===== src/rtl/qos_wrr.sv =====
// qos_wrr: per-class FIFOs drained by a weighted round-robin arbiter into a
// single registered output stage, supervised by an INIT/IDLE/ACTIVE/ERROR FSM.
module qos_wrr #(
   parameter int DATA_W   = 8,
   parameter int NUM_CH   = 4,
   parameter int DEPTH    = 8,
   parameter int WEIGHT_W = 4,
   parameter int AF_LVL   = DEPTH - 2
) (
   input  logic                         CLK,
   input  logic                         RESET,
   input  logic                         init,
   input  logic [NUM_CH*WEIGHT_W-1:0]   WEIGHTS,
   input  logic                         WRITE,
   input  logic [$clog2(NUM_CH)-1:0]    WR_CH,
   input  logic [DATA_W-1:0]            DATA_IN,
   input  logic                         READY,
   output logic                         VALID,
   output logic [DATA_W-1:0]            DATA_OUT,
   output logic [$clog2(NUM_CH)-1:0]    SRC_CH,
   output logic [NUM_CH-1:0]            EMPTY,
   output logic [NUM_CH-1:0]            FULL,
   output logic [NUM_CH-1:0]            ALMOST_FULL,
   output logic                         PAUSE,
   output logic                         ERR_OVERFLOW,
   output logic [1:0]                   STATE
);

   localparam int CH_W  = $clog2(NUM_CH);
   localparam int PTR_W = $clog2(DEPTH);
   localparam int CNT_W = PTR_W + 1;

   typedef enum logic [1:0] {
      ST_INIT   = 2'd0,
      ST_IDLE   = 2'd1,
      ST_ACTIVE = 2'd2,
      ST_ERROR  = 2'd3
   } state_t;

   logic [DATA_W-1:0]          mem_q     [NUM_CH][DEPTH];
   logic [PTR_W-1:0]           wrPtr_q   [NUM_CH];
   logic [PTR_W-1:0]           rdPtr_q   [NUM_CH];
   logic [CNT_W-1:0]           count_q   [NUM_CH];
   logic [CNT_W-1:0]           count_d   [NUM_CH];

   logic [NUM_CH*WEIGHT_W-1:0] weights_q, weights_d;
   logic [CH_W-1:0]            grant_q, grant_d;
   logic [WEIGHT_W-1:0]        burst_q, burst_d;
   state_t                     state_q, state_d;
   logic                       valid_q, valid_d;
   logic [DATA_W-1:0]          dataOut_q, dataOut_d;
   logic [CH_W-1:0]            srcCh_q, srcCh_d;
   logic                       errOvf_q, errOvf_d;

   logic [NUM_CH-1:0]          classEmpty, classFull, classAf;
   logic [NUM_CH-1:0]          pushV, popV;
   logic [CH_W-1:0]            selCh;
   logic [WEIGHT_W-1:0]        selW, burstLimit, burstBase;
   logic [WEIGHT_W:0]          burstNext;
   logic                       lastPop, popEn, overflow, wrInRange;

   // First non-empty class after 'from' in cyclic order, ending with 'from' itself.
   function automatic logic [CH_W-1:0] nextNonEmpty(input logic [CH_W-1:0] from,
                                                    input logic [NUM_CH-1:0] emp);
      logic [CH_W-1:0] pick;
      logic [CH_W-1:0] cand;
      logic            found;
      int              idx;
      pick  = from;
      found = 1'b0;
      for (int k = 1; k <= NUM_CH; k++) begin
         idx  = (int'(from) + k) % NUM_CH;
         cand = CH_W'(idx);
         if (!found && !emp[cand]) begin
            pick  = cand;
            found = 1'b1;
         end
      end
      return pick;
   endfunction

   // Status flags decoded straight from each class occupancy counter.
   always_comb begin
      classEmpty = '0;
      classFull  = '0;
      classAf    = '0;
      for (int c = 0; c < NUM_CH; c++) begin
         classEmpty[c] = (count_q[c] == '0);
         classFull[c]  = (count_q[c] == CNT_W'(DEPTH));
         classAf[c]    = (count_q[c] >= CNT_W'(AF_LVL));
      end
   end

   // Pick the class to serve: the grant pointer, or the next non-empty class when it has run dry.
   always_comb begin
      selCh      = classEmpty[grant_q] ? nextNonEmpty(grant_q, classEmpty) : grant_q;
      selW       = weights_q[selCh*WEIGHT_W +: WEIGHT_W];
      burstLimit = (selW == '0) ? WEIGHT_W'(1) : selW;
      burstBase  = (selCh == grant_q) ? burst_q : '0;
      burstNext  = {1'b0, burstBase} + (WEIGHT_W+1)'(1);
      lastPop    = (burstNext >= {1'b0, burstLimit});
      popEn      = (state_q == ST_ACTIVE) && !classEmpty[selCh] && (!valid_q || READY);
   end

   // Per-class push/pop strobes; a write to a full class only lands if that class is popped too.
   always_comb begin
      popV      = '0;
      pushV     = '0;
      overflow  = 1'b0;
      wrInRange = (int'(WR_CH) < NUM_CH);
      if (popEn) begin
         popV[selCh] = 1'b1;
      end
      if (WRITE && wrInRange) begin
         if (!classFull[WR_CH] || popV[WR_CH]) begin
            pushV[WR_CH] = 1'b1;
         end else begin
            overflow = 1'b1;
         end
      end
   end

   // Next occupancy per class; simultaneous push and pop leave it unchanged.
   always_comb begin
      for (int c = 0; c < NUM_CH; c++) begin
         count_d[c] = count_q[c];
         if (pushV[c] && !popV[c]) begin
            count_d[c] = count_q[c] + CNT_W'(1);
         end else if (popV[c] && !pushV[c]) begin
            count_d[c] = count_q[c] - CNT_W'(1);
         end
      end
   end

   // FIFO pointers and counters; reset discards whatever is stored.
   always_ff @(posedge CLK) begin
      if (!RESET) begin
         for (int c = 0; c < NUM_CH; c++) begin
            wrPtr_q[c] <= '0;
            rdPtr_q[c] <= '0;
            count_q[c] <= '0;
         end
      end else begin
         for (int c = 0; c < NUM_CH; c++) begin
            if (pushV[c]) begin
               wrPtr_q[c] <= wrPtr_q[c] + PTR_W'(1);
            end
            if (popV[c]) begin
               rdPtr_q[c] <= rdPtr_q[c] + PTR_W'(1);
            end
            count_q[c] <= count_d[c];
         end
      end
   end

   // Storage array; contents need no reset because the counters gate every read.
   always_ff @(posedge CLK) begin
      for (int c = 0; c < NUM_CH; c++) begin
         if (RESET && pushV[c]) begin
            mem_q[c][wrPtr_q[c]] <= DATA_IN;
         end
      end
   end

   // Next-state for FSM, arbiter, weights and the output register.
   always_comb begin
      state_d   = state_q;
      grant_d   = grant_q;
      burst_d   = burst_q;
      weights_d = weights_q;
      valid_d   = valid_q;
      dataOut_d = dataOut_q;
      srcCh_d   = srcCh_q;
      errOvf_d  = errOvf_q;

      if (init) begin
         weights_d = WEIGHTS;
      end

      if (popEn) begin
         valid_d   = 1'b1;
         dataOut_d = mem_q[selCh][rdPtr_q[selCh]];
         srcCh_d   = selCh;
         if (lastPop) begin
            grant_d = nextNonEmpty(selCh, classEmpty);
            burst_d = '0;
         end else begin
            grant_d = selCh;
            burst_d = burstNext[WEIGHT_W-1:0];
         end
      end else if (valid_q && READY) begin
         valid_d = 1'b0;
      end

      case (state_q)
         ST_INIT: begin
            if (init) state_d = ST_IDLE;
         end
         ST_IDLE: begin
            if (!(&classEmpty) || (|pushV)) state_d = ST_ACTIVE;
         end
         ST_ACTIVE: begin
            if ((&classEmpty) && !popEn && !(|pushV)) state_d = ST_IDLE;
         end
         ST_ERROR: begin
            if (init) begin
               state_d  = ST_IDLE;
               errOvf_d = 1'b0;
            end
         end
         default: state_d = ST_INIT;
      endcase

      if (overflow) begin
         errOvf_d = 1'b1;
         state_d  = ST_ERROR;
      end
   end

   // Control and output registers with synchronous active-low reset.
   always_ff @(posedge CLK) begin
      if (!RESET) begin
         state_q   <= ST_INIT;
         grant_q   <= '0;
         burst_q   <= '0;
         weights_q <= {NUM_CH{WEIGHT_W'(1)}};
         valid_q   <= 1'b0;
         dataOut_q <= '0;
         srcCh_q   <= '0;
         errOvf_q  <= 1'b0;
      end else begin
         state_q   <= state_d;
         grant_q   <= grant_d;
         burst_q   <= burst_d;
         weights_q <= weights_d;
         valid_q   <= valid_d;
         dataOut_q <= dataOut_d;
         srcCh_q   <= srcCh_d;
         errOvf_q  <= errOvf_d;
      end
   end

   assign VALID        = valid_q;
   assign DATA_OUT     = dataOut_q;
   assign SRC_CH       = srcCh_q;
   assign EMPTY        = classEmpty;
   assign FULL         = classFull;
   assign ALMOST_FULL  = classAf;
   assign PAUSE        = |classAf;
   assign ERR_OVERFLOW = errOvf_q;
   assign STATE        = state_q;

endmodule


===== config.mk =====
export PLATFORM = sky130hd
export DESIGN_NAME = qos_wrr
export DESIGN_NICKNAME = d
export VERILOG_FILES = /design/src/rtl/qos_wrr.sv
export SDC_FILE = /design/constraint.sdc
export NUM_CORES = 1
export LEC_CHECK = 0
export CORE_MARGIN = 8
export CORE_UTILIZATION = 55
export DETAILED_ROUTE_END_ITERATION = 8
export PLACE_DENSITY_LB_ADDON = 0.05
export SLEW_MARGIN = 20
export SYNTH_ARGS = -nofsm -noshare
export SYNTH_HDL_FRONTEND = slang
export SYNTH_SLANG_ARGS = --single-unit

===== constraint.sdc =====
create_clock -name CLK -period 5.6 [get_ports CLK]
set_input_delay 1.12 -clock CLK [delete_from_list [all_inputs] [get_ports CLK]]
set_output_delay 1.12 -clock CLK [all_outputs]
set_load 0.02 [all_outputs]

==> out/qor.yml, run 1 <==
cts-root-buf: "clkbuf_16"
crit_arrival_ns: 5.50
netlist_area_sq_um: 15000
fin_crit_ns: 5.07
drt_wl_total_microns: 35900
ys_types: 69
holdWs_ns: 0.479
cts.path.max_buffers: 3
synth.ff_latch_count: 332
fin_cells: 1591
ant_nets: 0
start_kind: "flop"
grt_usage_pct: 21.8
drt-pass1-iter-count: 5
portBuffers: 57
yosysTopAreaCellShare_pct: 56.0
setup_viol: 0
critical_path_class: "reg -> reg"
design_area_sq_um: 17300
synth_nets: 1211
die_h_microns: 181
clock-sinks: 332
hold_buffers: 0
clock_skew_ns: 0.0137
htreeDepth: 2
vdd_ir_drop_max_mv: 0.302
clk_pin_slew_ns: 0.06
drtIter0Drc: 725
power_density_nw_per_um2: 567
finalNetCount: 1292
synth_area_leaders: "edfxtp_1 56%, mux2i_1 7.4%, dfxtp_1 6.9%"
max_freq_ghz: 0.197
first_global_vias: 9213
drv_slew: 0
layout_commonest_cell: "edfxtp_1"
synth.largest_area_cell: "edfxtp_1"
die_area_sq_um: 32800
max_slew_margin_pct: 25.1
hold_class: "reg -> reg"
cts_buffers: 36
rows: 60
synth_edf_count: 280
setup_tns_ns: 0
fill_cells: 2033
status: "complete, no violations"
antenna_found_initial: 0
gp_congestion: 0.868
finalHoldViolations: 0
drive_gt1_share_pct: 12.1
layout_common_cells: "280 x edfxtp_1, 111 x mux2i_1, 76 x nor2_1"
synth-main-ff-cell: "edfxtp_1"
crit_required_ns: 6.03
drv_cap: 0
num_vias: 9496
postSynthCellCount: 1143
yosysSeqAreaShare_pct: 62.9
grt_max_degree: 54
core_area_sq_um: 26900
clock_latency_ns: 0.52
area_delta_synth_final_pct: 15.5
grt_pass1_wl_microns: 55200
io_pins: 58
viasPerCell: 5.97
dieWidth_microns: 181
cts_setup_buffers: 0
cp-end-kind: "flop"
dpl-instance-area_sq_um: 16100
power.leakage_nw: 6.21
synth_warnings: 0
cts_tree: "yes"
rsz0062_at_grt: "false"
async_flop_share_pct: 0
grt.overflow.total: 0
wl_per_cell_microns: 22.5
start_util_pct: 55.9
finalCritPeriodShare_pct: 90.5
insertedDiodeCount: 0
dp_hpwl_microns: 23900
setup_ws_ns: 0.530
cp_max_fo: 10
pre_cts_slack_ns: 0.431
drcViolationCount: 0
tightest_slew_ns: 1.12
place_inst: 1527
cts_resized: 0
syn-mean-instance-area_sq_um: 13.1
synthesized netlist by cell type, types with 5 or more instances:
master / count
nand2_1: 74
o21ai_0: 42
mux2i_1: 111
nand2b_1: 11
o211ai_1: 8
o221ai_1: 8
nor2_1: 76
buf_6: 7
a21boi_0: 9
or4_1: 5
a21o_1: 10
a221oi_1: 9
nor3_1: 38
ha_1: 33
nor4_1: 10
dfxtp_1: 52
and2_1: 15
or3_1: 6
nand3_1: 27
a211oi_1: 17
inv_1: 25
nor2b_1: 33
xnor2_1: 21
mux2_1: 7
o22ai_1: 9
edfxtp_1: 280
mux2_2: 21
a21oi_1: 62
buf_2: 12
clkbuf_1: 33
a211oi_2: 7
area by class of cell:
| class | instances | area, sq um | area share (%) |
|---|---|---|---|
| tap | 341 | 427 | 2.46 |
| inverter | 29 | 110 | 0.635 |
| clock inverter | 17 | 273 | 1.57 |
| timing repair buffer | 101 | 903 | 5.21 |
| multi-input combinational | 724 | 5180 | 29.9 |
| clock buffer | 47 | 995 | 5.74 |
| sequential | 332 | 9450 | 54.5 |
metrics by stage:
step	power, mW	util [%]
floorplan	6.06	-
global placement	7.28	59.8
detailed placement	7.31	59.8
CTS	9.86	64.5
global route	10.3	64.5
finish	9.83	64.5
power by group:
group / internal, mW / switching [mW] / total, mW / leakage, nW
sequential: 2.77 / 0.0971 / 2.86 / 2.98
combinational: 1.64 / 2.81 / 4.44 / 2.61
clock: 1.58 / 0.945 / 2.52 / 0.619
routing by layer:
| layer | vias to the layer above | wire length (microns) | track usage [%] |
|---|---|---|---|
| met1 | 4668 | 16300 | 30.8 |
| met4 | 0 | 1010 | 7.64 |
| met5 | - | 0 | 0 |
| met3 | 66 | 2000 | 3.31 |
| met2 | 290 | 16500 | 34.0 |
| li1 | 4472 | - | - |
cells by family (layout without fill, tap and decap cells):
| kind of cell | after synthesis | count (layout) | share of synthesized area, % |
|---|---|---|---|
| buffers and inverters | 87 | 194 | 2.76 |
| muxes | 142 | 142 | 9.95 |
| and+or+nand+nor | 312 | 312 | 10.1 |
| AOI/OAI and AO/OA | 209 | 209 | 9.53 |
| adders and majority gates | 38 | 38 | 3.35 |
| xor gates and xnor gates | 23 | 23 | 1.34 |
| DFF | 332 | 332 | 62.9 |
state kept, by name, indices dropped and copies added, names as in the netlist:
register,cells
burst_q,4
mem_q,256
VALID,1
count_q,16
weights_q,16
STATE,2
grant_q,2
wrPtr_q,12
ERR_OVERFLOW,1
SRC_CH,2
DATA_OUT,8
rdPtr_q,12
worst paths after layout:
kind,from,endpoint,slack [ns],depth (start not counted)
worst max register to register,count_q[3][0]$_SDFFE_PN0P_,count_q[0][3]$_SDFFE_PN0P_,0.53,21
worst min-delay path,weights_q[12]$_SDFFE_PN1P_,weights_q[12]$_SDFFE_PN1P_,0.48,2
worst min register to register,weights_q[12]$_SDFFE_PN1P_,weights_q[12]$_SDFFE_PN1P_,0.48,2
worst max-delay path,count_q[3][0]$_SDFFE_PN0P_,count_q[0][3]$_SDFFE_PN0P_,0.53,21
critical path: stages, from the launching register on:
cell,delay [ns]
dfxtp_1,0.36
or4_1,0.76
inv_2,0.22
nand3_1,0.09
o311ai_1,0.13
and2_1,0.27
buf_4,0.19
ha_1,0.21
mux4_2,0.25
inv_1,0.04
o31ai_1,0.26
nand2_1,0.17
or2_2,0.38
nor2_1,0.12
ha_1,0.20
inv_1,0.10
ha_1,0.28
a21o_1,0.18
a21oi_1,0.16
xnor2_1,0.09
or3_1,0.30
a21boi_0,0.20
Note: power is estimated with default switching activity, not from simulation.
==> inputs of run 2 (changes only) <==
Settings changed: PLACE_DENSITY set to 0.82, PLACE_DENSITY_LB_ADDON 0.05 to unset.
==> run 2 against run 1 <==
  * Final area down 2.0%
  * Register-to-register slack worse by 0.17 ns
  * Via count up 1.4%
  * Clock-buffer cell count down 1
  * Cell count down 1.1%
  * Maximum frequency down 3.3%
  * Sequential share of layout area up 1.1 points
  * Routed wire length down 3.0%
  * Utilization down 1.3 points
  * Critical path depth unchanged
  * Critical path type unchanged
  * Highest routed layer unchanged
==> out/qor.yml, run 2 (synthesized netlist as in run 1, its figures left out) <==
power.leakage_nw: 6.04  # -2.7%
cts_buffers: 34  # -5.6%
portBuffers: 57  # unchanged
die_area_sq_um: 32800  # unchanged
total_power_mw: 9.35  # -4.9%
core_area_sq_um: 26900  # unchanged
finalHoldViolations: 0  # unchanged
antenna_found_initial: 0  # unchanged
start_util_pct: 55.9  # unchanged
grt.overflow.total: 0  # unchanged
cp_slowest_cell: "or4_1"
crit_required_ns: 6.02  # about the same
crit_buf_inv: 4  # unchanged
rows: 60  # unchanged
wl_met1_microns: 14300  # -12%
rsz0062_at_grt: "false"
max_slew_margin_pct: 28.9  # +3.8 points
clock_latency_ns: 0.51  # about the same
io_pins: 58  # unchanged
largest_reg_flops: 256  # unchanged
cts_tree: "yes"
ant_nets: 0  # unchanged
wl_met3_microns: 2520  # +26%
die_h_microns: 181  # unchanged
fin_crit_ns: 5.24  # +0.171 ns
drt-pass1-iter-count: 7  # +2
cts-root-buf: "clkbuf_16"
start_kind: "flop"
clock-sinks: 332  # unchanged
num_vias: 9626  # +1.4%
layout_commonest_cell: "edfxtp_1"
status: "complete, no violations"
crit_arrival_ns: 5.66  # +0.16 ns
clock_skew_ns: 0.0126  # -0.00114 ns
path_cells: "or4_1 > inv_2 > o22ai_1 > nand2_1 > nand2_4 > clkinv_2 > ha_1 > mux4_2 > inv_1 > o31ai_1 > nand2_1 > or2_2 > nor2_1 > ha_1 > inv_1 > ha_1 > a21o_1 > a21oi_1 > xnor2_1 > or3_1 > a21boi_0"
first_global_vias: 9622  # +4.4%
grt_pass1_wl_microns: 54400  # -1.5%
crit_path_frequent_cell: "ha_1"
wl_met2_microns: 16800  # +1.8%
grt_usage_pct: 20.9  # -0.90 points
drv_cap: 0  # unchanged
layout_common_cells: "280 x edfxtp_1, 111 x mux2i_1, 76 x nor2_1"
cts_setup_buffers: 0  # unchanged
fin_util_pct: 63.2  # -1.3 points
hold_class: "reg -> reg"
critical-path-top-delay-family: "simple AND/OR/NAND/NOR gates"
slowest_delay_ns: 0.83  # +0.07 ns
holdWs_ns: 0.474  # -0.00520 ns
clk_pin_slew_ns: 0.06  # about the same
drtIter0Drc: 1070  # +48%
vdd_ir_drop_max_mv: 0.317  # +4.8%
place_inst: 1516  # -0.72%
wl_per_cell_microns: 22.1  # -1.9%
cp_max_fo: 14  # +4
gp_congestion: 0.935  # +7.7%
fin_cells: 1573  # -1.1%
htreeDepth: 2  # unchanged
cts.path.max_buffers: 3  # unchanged
dp_hpwl_microns: 23000  # -3.6%
dieWidth_microns: 181  # unchanged
cp-end-kind: "flop"
max_freq_ghz: 0.191  # -3.3%
fill_cells: 1920  # -5.6%
finalCritPeriodShare_pct: 93.6  # +3.1 points
insertedDiodeCount: 0  # unchanged
setup_viol: 0  # unchanged
setup_tns_ns: 0  # unchanged
drt_wl_total_microns: 34800  # -3.0%
critical_path_class: "reg -> reg"
area_delta_synth_final_pct: 13.2
viasPerCell: 6.12  # +2.5%
tightest_slew_ns: 1.07  # -0.0570 ns
power_density_nw_per_um2: 550  # -3.0%
finalNetCount: 1279  # -1.0%
drv_slew: 0  # unchanged
topRoutingLayerUsed: "met4"
drive_gt1_share_pct: 11.0  # -1.1 points
grt_max_degree: 52  # -3.7%
drcViolationCount: 0  # unchanged
==> run 2: report_power, final <==
part	internal [mW]	switching (mW)
Clock	1.23	0.894
Combinational	1.64	2.72
Sequential	2.77	0.0998
==> run 2: metal layers <==
layer,vias to the layer above,global-route usage (%)
li1,4429,-
met1,4705,27.2
met2,403,35.4
met3,89,3.65
met4,0,6.69
met5,-,0
==> run 2: final cells by class <==
| type | count | area [sq um] | area share [%] |
|---|---|---|---|
| sequential | 332 | 9450 | 55.6 |
| clock buffer | 46 | 947 | 5.57 |
| timing repair buffer | 90 | 806 | 4.74 |
| clock inverter | 11 | 77.6 | 0.457 |
| inverter | 29 | 110 | 0.648 |
| multi-input combinational | 724 | 5170 | 30.5 |
| tap | 341 | 427 | 2.51 |
==> run 2: repair_timing <==
item                                    CTS  global route
endpoints found under the setup margin    0             3
gates resized for setup                   0             2
hold buffers                              0             0
==> run 2: worst reg2reg max path, delay by kind of cell (launching register included) <==
family,cells,cell delay (ns)
and+or+nand+nor,7,2.26
AOI/OAI and AO/OA,5,0.90
adders and majority gates,3,0.70
buffers and inverters,4,0.57
DFF,1,0.37
muxes,1,0.26
xor gates and xnor gates,1,0.10
==> run 2: final timing paths <==
path,startpoint,to,slack (ns),cells after the start
hold reg to reg,SRC_CH[1]$_SDFFE_PN0N_,SRC_CH[1]$_SDFFE_PN0N_,0.47,2
setup / recovery,count_q[0][0]$_SDFFE_PN0P_,count_q[1][3]$_SDFFE_PN0P_,0.36,21
setup reg to reg,count_q[0][0]$_SDFFE_PN0P_,count_q[1][3]$_SDFFE_PN0P_,0.36,21
hold / removal,SRC_CH[1]$_SDFFE_PN0N_,SRC_CH[1]$_SDFFE_PN0N_,0.47,2
==> run 2: metrics by stage <==
step	setup WS, ns	cell area (sq um)
floorplan	0.736	15000
global placement	0.668	16000
detailed placement	0.426	16000
CTS	0.345	17000
global route	0.0761	17000
finish	0.359	17000
==> inputs of run 3 (changes only) <==
Settings changed: CAP_MARGIN set to 5, SLEW_MARGIN 20 to unset.
==> run 3 against run 2 <==
  * First-iteration DRC count decreased by 0.19%
  * Combinational power barely moved
  * Maximum frequency is essentially flat
  * Cell count did not move
  * Clock skew about the same
  * Critical path type unchanged
  * Largest cell class unchanged
  * Largest power group unchanged
==> out/qor.yml, run 3 (synthesized netlist as in run 1, its figures left out) <==
status: "complete, no violations"
hold_buffers: 0  # unchanged
wl_per_cell_microns: 22.1  # about the same
grt_usage_pct: 20.9  # unchanged
wl_met1_microns: 14400  # +0.73%
slowest_delay_ns: 0.84  # about the same
max_slew_margin_pct: 10.1  # -19 points
crit_path_frequent_cell: "ha_1"
viasPerCell: 6.14  # +0.37%
cp_slowest_cell: "or4_1"
dp_hpwl_microns: 23000  # about the same
finalHoldViolations: 0  # unchanged
cp_max_fo: 14  # unchanged
finalNetCount: 1279  # unchanged
cp-endpoint: "count_q[1][3]$_SDFFE_PN0P_"
max_freq_ghz: 0.191  # about the same
cts.path.max_buffers: 3  # unchanged
cts_tree: "yes"
layout_common_cells: "280 x edfxtp_1, 111 x mux2i_1, 76 x nor2_1"
cts-root-buf: "clkbuf_16"
worstSetupStartpoint: "count_q[0][0]$_SDFFE_PN0P_"
grt.overflow.total: 0  # unchanged
largest_reg_flops: 256  # unchanged
vdd_ir_drop_max_mv: 0.316  # -0.17%
drt-pass1-iter-count: 7  # unchanged
finalCritPeriodShare_pct: 93.7  # about the same
core_area_sq_um: 26900  # unchanged
die_h_microns: 181  # unchanged
ant_nets: 0  # unchanged
rsz0062_at_grt: "false"
grt_pass1_wl_microns: 54400  # unchanged
cts_buffers: 34  # unchanged
power_density_nw_per_um2: 550  # about the same
drcViolationCount: 0  # unchanged
start_util_pct: 55.9  # unchanged
setup_viol: 0  # unchanged
fin_crit_ns: 5.25  # +0.00415 ns
first_global_vias: 9622  # unchanged
reg2regPathDepth: 21  # unchanged
fin_util_pct: 63.3  # +0.074 points
cp-end-kind: "flop"
layout_commonest_cell: "edfxtp_1"
drv_cap: 0  # unchanged
path_cells: "or4_1 > inv_2 > o22ai_1 > nand2_1 > nand2_4 > clkinv_2 > ha_1 > mux4_2 > inv_1 > o31ai_1 > nand2_1 > or2_2 > nor2_1 > ha_1 > inv_1 > ha_1 > a21o_1 > a21oi_1 > xnor2_1 > or3_1 > a21boi_0"
topRoutingLayerUsed: "met4"
htreeDepth: 2  # unchanged
dieWidth_microns: 181  # unchanged
num_vias: 9662  # +0.37%
crit_required_ns: 6.02  # about the same
rows: 60  # unchanged
hold_class: "reg -> reg"
clock_skew_ns: 0.0123  # -0.000296 ns
clock_latency_ns: 0.51  # about the same
portBuffers: 57  # unchanged
rrSetupSlack_ns: 0.35  # about the same
die_area_sq_um: 32800  # unchanged
grt_max_degree: 52  # unchanged
area_delta_synth_final_pct: 13.3
tightest_slew_ns: 1.34  # +0.278 ns
clock-sinks: 332  # unchanged
r2r-start: "count_q[0][0]$_SDFFE_PN0P_"
power.leakage_nw: 6.04  # about the same
drtIter0Drc: 1068  # -0.19%
clk_pin_slew_ns: 0.06  # about the same
r2r_end: "count_q[1][3]$_SDFFE_PN0P_"
drt_wl_total_microns: 34800  # about the same
antenna_found_initial: 0  # unchanged
drive_gt1_share_pct: 10.6  # -0.32 points
io_pins: 58  # unchanged
wl_met3_microns: 2430  # -3.6%
crit_arrival_ns: 5.67  # about the same
holdPathStages: 2  # unchanged
critical_path_class: "reg -> reg"
start_kind: "flop"
insertedDiodeCount: 0  # unchanged
wl_met2_microns: 16900  # +0.74%
gp_congestion: 0.935  # unchanged
setup_tns_ns: 0  # unchanged
drv_slew: 0  # unchanged
-- run 3: cell types whose count changed in the layout (fill, tap and decap cells not counted) --
cell             delta
buf_2               -4
clkdlybuf4s50_1     +4
-- run 3: repair_timing --
item | in CTS | in global routing
setup endpoints to repair | 0 | 3
resized for setup | 0 | 2
setup buffers | 0 | 0
-- run 3: how the worst min path moves through the flow --
| stage | startpoint | to | slack, ns |
|---|---|---|---|
| final | SRC_CH[1]$_SDFFE_PN0N_ | SRC_CH[1]$_SDFFE_PN0N_ | 0.47 |
| after global routing | ERR_OVERFLOW$_SDFFE_PN0P_ | ERR_OVERFLOW$_SDFFE_PN0P_ | 0.50 |
| after CTS | SRC_CH[1]$_SDFFE_PN0N_ | SRC_CH[1]$_SDFFE_PN0N_ | 0.47 |
| after detailed placement | SRC_CH[1]$_SDFFE_PN0N_ | SRC_CH[1]$_SDFFE_PN0N_ | 0.46 |
| after global placement | ERR_OVERFLOW$_SDFFE_PN0P_ | ERR_OVERFLOW$_SDFFE_PN0P_ | 0.46 |
| after floorplan | weights_q[0]$_SDFFE_PN1P_ | weights_q[0]$_SDFFE_PN1P_ | 0.44 |
-- run 3: final cells by class --
class,instances,area [sq um]
Sequential cell,332,9450
Inverter,29,110
Tap cell,341,427
Multi-Input combinational cell,724,5170
Fill cell,1918,9870
Clock buffer,46,947
Timing Repair Buffer,90,826
Clock inverter,11,77.6
-- run 3: power by group --
part | internal (mW) | switching [mW]
registers | 2.77 | 0.0998
clock network | 1.23 | 0.893
logic | 1.64 | 2.73
-- run 3: stage by stage --
stage | total power, mW | worst slack, ns | std cells | hold WS, ns | area [sq um]
finish | 9.35 | 0.354 | 1573 | 0.472 | 17000
global route | 9.76 | 0.0761 | 1573 | 0.500 | 17000
CTS | 9.31 | 0.345 | 1573 | 0.473 | 17000
detailed placement | 7.18 | 0.426 | 1516 | 0.465 | 16000
global placement | 7.10 | 0.668 | 1516 | 0.457 | 16000
floorplan | 6.06 | 0.736 | 1143 | 0.441 | 15000
-- run 3: critical path, delay by kind of cell, from the launching register on --
family | cells | cell delay, ns
and+or+nand+nor | 7 | 2.27
xor gates and xnor gates | 1 | 0.10
adders and majority gates | 3 | 0.70
AOI/OAI and AO/OA | 5 | 0.91
DFF | 1 | 0.37
muxes | 1 | 0.25
buffers and inverters | 4 | 0.55
-- run 3: routing by layer --
metal,vias to the layer above,track usage [%]
met2,396,35.4
met4,0,6.69
met5,-,0
met1,4755,27.2
li1,4424,-
met3,87,3.65
